$ cat src/rtl/la_capture_fsm.sv
// Capture sequencer for the logic analyzer sample memory.
//
// Consumes the combined trigger and drives the write strobe / write address
// of the circular sample memory. Handles pre-trigger positioning and stops
// once the buffer holds exactly one full capture window (SAMPLE_DEPTH
// samples, oldest at read_pointer_o).
//
// Ports:
//   clk, rst                 system clock, synchronous active-high reset
//   trig                     combined trigger, sampled every clk
//   addr_i/wdata_i/rdata_i/
//   rw_i/valid_i             daisy-chained register bus in
//   addr_o/wdata_o/rdata_o/
//   rw_o/valid_o             register bus out (registered, 1-cycle latency)
//   write_enable_o           sample memory write strobe
//   write_pointer_o          sample memory write address
//   read_pointer_o           address of the oldest valid sample
//
// Register map (offsets from BASE_ADDR):
//   0 STATE (RO), 1 TRIGGER_MODE, 2 TRIGGER_LOC, 3 REQUEST_START,
//   4 REQUEST_STOP, 5 READ_POINTER (RO), 6 WRITE_POINTER (RO)
module la_capture_fsm #(
  parameter int unsigned BASE_ADDR    = 0,
  parameter int unsigned SAMPLE_DEPTH = 4096
) (
  input  logic                            clk,
  input  logic                            rst,
  input  logic                            trig,
  input  logic [15:0]                     addr_i,
  input  logic [15:0]                     wdata_i,
  input  logic [15:0]                     rdata_i,
  input  logic                            rw_i,
  input  logic                            valid_i,
  output logic [15:0]                     addr_o,
  output logic [15:0]                     wdata_o,
  output logic [15:0]                     rdata_o,
  output logic                            rw_o,
  output logic                            valid_o,
  output logic                            write_enable_o,
  output logic [$clog2(SAMPLE_DEPTH)-1:0] write_pointer_o,
  output logic [$clog2(SAMPLE_DEPTH)-1:0] read_pointer_o
);

  localparam int unsigned     AW      = $clog2(SAMPLE_DEPTH);
  localparam logic [16:0]     BASE17  = 17'(BASE_ADDR);
  localparam logic [AW-1:0]   LOC_MAX = AW'(SAMPLE_DEPTH - 1);
  localparam logic [AW-1:0]   PTR_ONE = AW'(1);

  typedef enum logic [2:0] {
    IDLE             = 3'd0,
    MOVE_TO_POSITION = 3'd1,
    IN_POSITION      = 3'd2,
    CAPTURING        = 3'd3,
    CAPTURED         = 3'd4
  } state_t;

  state_t        state, state_n;
  logic [AW-1:0] wp, wp_n;
  logic [AW-1:0] rp, rp_n;

  logic          trigger_mode;
  logic [AW-1:0] trigger_loc;
  logic          request_start;
  logic          request_stop;

  logic [16:0]   offset;
  logic [2:0]    reg_sel;
  logic          in_range;
  logic          bus_wr;
  logic          bus_rd;
  logic          start_edge;
  logic          stop_edge;
  logic [AW-1:0] loc_wdata;
  logic [15:0]   reg_rdata;

  // Bus decode. The 17-bit subtraction keeps addresses below BASE_ADDR
  // from aliasing into the window.
  always_comb begin
    offset     = {1'b0, addr_i} - BASE17;
    reg_sel    = offset[2:0];
    in_range   = (offset <= 17'd6);
    bus_wr     = valid_i & rw_i & in_range;
    bus_rd     = valid_i & ~rw_i & in_range;
    start_edge = bus_wr && (reg_sel == 3'd3) && wdata_i[0] && !request_start
                 && (state == IDLE);
    stop_edge  = bus_wr && (reg_sel == 3'd4) && wdata_i[0] && !request_stop;
    if ({16'd0, wdata_i} > (SAMPLE_DEPTH - 1)) begin
      loc_wdata = LOC_MAX;
    end else begin
      loc_wdata = wdata_i[AW-1:0];
    end
  end

  always_comb begin
    reg_rdata = '0;
    case (reg_sel)
      3'd0:    reg_rdata = 16'(state);
      3'd1:    reg_rdata = 16'(trigger_mode);
      3'd2:    reg_rdata = 16'(trigger_loc);
      3'd3:    reg_rdata = 16'(request_start);
      3'd4:    reg_rdata = 16'(request_stop);
      3'd5:    reg_rdata = 16'(rp);
      3'd6:    reg_rdata = 16'(wp);
      default: reg_rdata = '0;
    endcase
  end

  // Bus pipeline stage and control registers.
  always_ff @(posedge clk) begin
    if (rst) begin
      addr_o        <= '0;
      wdata_o       <= '0;
      rdata_o       <= '0;
      rw_o          <= 1'b0;
      valid_o       <= 1'b0;
      trigger_mode  <= 1'b0;
      trigger_loc   <= '0;
      request_start <= 1'b0;
      request_stop  <= 1'b0;
    end else begin
      addr_o  <= addr_i;
      wdata_o <= wdata_i;
      rw_o    <= rw_i;
      valid_o <= valid_i;
      rdata_o <= bus_rd ? reg_rdata : rdata_i;
      if (bus_wr) begin
        case (reg_sel)
          3'd1: if (state == IDLE) trigger_mode <= wdata_i[0];
          3'd2: if (state == IDLE) trigger_loc  <= loc_wdata;
          3'd3: request_start <= wdata_i[0];
          3'd4: request_stop  <= wdata_i[0];
          default: ;
        endcase
      end
    end
  end

  always_ff @(posedge clk) begin
    if (rst) begin
      state <= IDLE;
      wp    <= '0;
      rp    <= '0;
    end else begin
      state <= state_n;
      wp    <= wp_n;
      rp    <= rp_n;
    end
  end

  always_comb begin
    state_n = state;
    wp_n    = wp;
    rp_n    = rp;
    case (state)
      IDLE: begin
        if (start_edge) begin
          wp_n = '0;
          rp_n = '0;
          if (trigger_mode) begin
            state_n = CAPTURING;
          end else if (trigger_loc == '0) begin
            state_n = IN_POSITION;
          end else begin
            state_n = MOVE_TO_POSITION;
          end
        end
      end
      MOVE_TO_POSITION: begin
        wp_n = wp + PTR_ONE;
        if (wp == (trigger_loc - PTR_ONE)) state_n = IN_POSITION;
      end
      IN_POSITION: begin
        // rp trails wp by TRIGGER_LOC until the trigger sample, then freezes.
        wp_n = wp + PTR_ONE;
        if (trig) begin
          state_n = CAPTURING;
        end else begin
          rp_n = rp + PTR_ONE;
        end
      end
      CAPTURING: begin
        if ((wp + PTR_ONE) == rp) begin
          state_n = CAPTURED;
        end else begin
          wp_n = wp + PTR_ONE;
        end
      end
      CAPTURED: ;
      default: state_n = IDLE;
    endcase
    // Stop overrides any transition and freezes the pointers for readout.
    if (stop_edge) begin
      state_n = IDLE;
      wp_n    = wp;
      rp_n    = rp;
    end
  end

  always_comb begin
    write_enable_o  = (state == MOVE_TO_POSITION) || (state == IN_POSITION)
                      || (state == CAPTURING);
    write_pointer_o = wp;
    read_pointer_o  = rp;
  end

endmodule

$ cat config.mk
export PLATFORM = sky130hd
export DESIGN_NAME = la_capture_fsm
export DESIGN_NICKNAME = d
export VERILOG_FILES = /design/src/rtl/la_capture_fsm.sv
export SDC_FILE = /design/constraint.sdc
export NUM_CORES = 1
export LEC_CHECK = 0
export CORE_UTILIZATION = 35
export DETAILED_ROUTE_END_ITERATION = 16
export HOLD_SLACK_MARGIN = 0.05
export SLEW_MARGIN = 10
export SYNTH_ARGS = -nofsm -noshare
export SYNTH_HDL_FRONTEND = slang
export SYNTH_SLANG_ARGS = --single-unit
$ cat constraint.sdc
create_clock -name clk -period 2.7 [get_ports clk]
set_clock_uncertainty 0.15 [all_clocks]
set_input_delay 0.27 -clock clk [delete_from_list [all_inputs] [get_ports clk]]
set_output_delay 0.27 -clock clk [all_outputs]
set_load 0.05 [all_outputs]
==> impl_metrics.ini <==
[floorplanning]
io_pins = 128
die_w_um = 121
start_util = 0.365
die-height_um = 121
die-area_sq_um = 14500
rows = 42
core_area_sq_um = 13500

[power_and_ir_drop]
power.density_nw_per_um2 = 431
p_int_w = 0.00223
p_sw_w = 0.000810
clkPwrFrac = 0.403
seqPwrFrac = 0.463
combPwrFrac = 0.133
sw_frac_of_total = 0.267
power.leakage_nw = 2.68
finalPower_w = 0.00303
peakVddDrop_mv = 0.256

[critical_path]
timing.critical_path.cells = clkdlybuf4s50_1, nor4_2, buf_4, and4_1, nand4_1, buf_4, a211oi_2, buf_4, nand4_1, xor2_1, nor2_1
cp_common_cell = buf_4
r2r_cells = 10
cp.arrival_ns = 2.71
required_ns = 2.80
crit_type = primary input to register
path_max_fanout = 7
endpoint_kind = register
crit_path_top_delay_cell = clkdlybuf4s50_1
cp-start-kind = primary input
slowest_delay_ns = 0.45

[timing]
worstMarginPinSlew_ns = 0.702
fmax_ghz = 0.383
setup_violations = 0
hold_slack_ns = 0.286
hold_violations = 0
slew_headroom = 0.532
finalSetupTns_ns = 0
fin_crit_ns = 2.61
final_max_slew_viol_count = 0
finalCritPeriodShare = 0.966

[routing]
dr.pass1.iters = 4
viasPerCell = 5.31
wl_um = 15000
wl_per_cell_um = 16.3
route.detailed.drc = 0
final_antenna_net_count = 0
routed-via-count = 4888
drt_first_iter_violations = 310

[finish]
syn_to_final_growth_pct = 43.2
fin_area_sq_um = 7050
diodes = 0
fillers = 1252
layout_common_cells = 126 x clkdlybuf4s50_1, 88 x dfxtp_1, 66 x nor2_1, 63 x buf_4, 40 x nor2b_1
layout_commonest_cell = clkdlybuf4s50_1
seq_area_sq_um = 1850
drive_gt1_frac = 0.137
nets = 795
multi_input_area_sq_um = 2860

[clock_network]
clock_path_buffers = 2
clock-sinks = 92
tritoncts = done
htree_num_levels = 3
cts_root_buffer = clkbuf_16
insertion_delay_ns = 0.35
numCtsBuffers = 9
clkTransAtPathRegs_ns = 0.07
hold_buffers = 0

[global_routing]
track_usage = 0.210
first_global_vias = 4805
grt_pass1_wl_um = 23900
antenna_found_initial = 0
gr-total-overflow = 0
grt_max_degree = 72

[yosys]
yosys.area.top_type = dfxtp_1
yosysWarningCount = 0
syn_area_sq_um = 4920
syn-instance-count = 581
syn_avg_cell_area_sq_um = 8.47
syn-num-nets = 637
synthArstFlopShare = 0
netlist.area_leader.share = 0.374
ys_types = 66
ys_ff_latch = 92
synth-edff-count = 0
yosys_most_used_dff = dfxtp_1
synthTopCellsByArea = dfxtp_1 37%, nor2b_1 5.1%, nor2_1 5.0%
synth_seq_area_share = 0.374

[placement]
dp_hpwl_um = 11400
place_area_sq_um = 6690
gp_congestion = 0.873
portBuffers = 127

[job]
maxCapViolCount = 0

[hold_path]
hold_path_class = primary input to register
whs_path_depth = 4

[run_status]
run_status = completed
==> per-layer routing <==
layer	wire, um	track usage	vias up
met5	0	0	-
met4	513	0.105	0
met3	895	0.0354	34
met2	6810	0.335	190
met1	6820	0.273	2277
li1	-	-	2387
==> power groups by stage <==
stage                     clock network (W)   logic, W  registers, W
after global routing                0.00131   0.000426       0.00141
after CTS                           0.00125   0.000407       0.00141
after global placement                    0   0.000405       0.00144
final                               0.00122   0.000405       0.00141
after floorplan                           0  0.0000710       0.00158
after detailed placement                  0   0.000405       0.00144
==> kinds of logic after synthesis <==
family / count (synthesis) / synth area share
adders and majority gates: 3 / 0.00762
buffers and inverters: 64 / 0.0574
DFF: 92 / 0.374
xor gates and xnor gates: 38 / 0.0691
muxes: 19 / 0.0412
and+or+nand+nor: 245 / 0.280
AOI/OAI and AO/OA: 120 / 0.171
==> stage by stage <==
stage                     setup slack, ns  utilization  instances
final                              0.0907        0.522        920
after global routing              -0.0266        0.522        920
after CTS                          0.0240        0.517        919
after detailed placement           -0.302        0.495        902
after global placement             -0.306        0.495        902
after floorplan                    0.0185            -        581
==> sequential cells by signal, summed over array words and instances (netlist names) <==
signal and cells:
addr_o 16, rdata_o 16, read_pointer_o 12, request_start 1, request_stop 1, rw_o 1, state 3, trigger_loc 12
trigger_mode 1, valid_o 1, wdata_o 16, write_pointer_o 12
==> path summary, 6_finish.rpt <==
| path | startpoint | end | slack (ns) |
|---|---|---|---|
| max | addr_i[7] | read_pointer_o[3]$_SDFFE_PP0P_ | 0.09 |
| min | rst | write_pointer_o[1]$_SDFFE_PP0P_ | 0.29 |
| max reg2reg | write_pointer_o[4]$_SDFFE_PP0P_ | write_pointer_o[5]$_SDFFE_PP0P_ | 0.10 |
| min reg2reg | write_pointer_o[2]$_SDFFE_PP0P_ | write_pointer_o[2]$_SDFFE_PP0P_ | 0.39 |
==> final cells by class <==
| class | count | share of cell area |
|---|---|---|
| repair buffers | 191 | 0.250 |
| multi-input cells | 425 | 0.406 |
| flip-flops and latches | 92 | 0.262 |
| clock inverters | 6 | 0.00639 |
| clock buffers | 10 | 0.0339 |
| well taps | 176 | 0.0312 |
| inverters | 20 | 0.0106 |
==> cell usage after synthesis (2+ instances only) <==
master and number:
o311a_1 2, o31ai_1 6, o2bb2ai_1 5, buf_6 4, o21ai_0 9, nor4b_4 2
a211oi_1 15, and3_1 6, o21a_1 13, nand2b_1 7, nand3b_1 4, a41oi_1 2
a21oi_1 30, nor2b_1 40, nand4_1 11, or3_1 3, nor2_1 66, buf_1 4
or2_2 2, and4_1 6, o21ai_1 4, nor3_1 14, ha_1 3, xor2_1 22
a21o_1 3, nor3b_1 6, o31a_1 2, mux2i_1 18, or4_1 5, nor4b_1 3
clkbuf_1 26, buf_2 10, nand2_1 29, inv_1 20, nor4_1 9, a31oi_1 9
and4b_1 4, nand4b_1 2, dfxtp_1 92, nand3_1 19, a211o_1 2, a2111oi_0 2
xnor2_1 15, o211ai_1 3
==> worst max-delay path, delay by kind of cell <==
| family | cells | cell delay, ns |
|---|---|---|
| buf+inv | 4 | 1.03 |
| simple gates | 5 | 0.98 |
| xor+xnor | 1 | 0.15 |
| compound gates | 1 | 0.28 |
==> what timing repair did <==
item                       4_1_cts  5_1_grt
buffers inserted                 1        1
setup endpoints to repair        4       16
gates cloned                     0        0
pin swaps                        0        3
gates resized for setup          0        9
No activity file was read; power rests on OpenSTA's default activity.
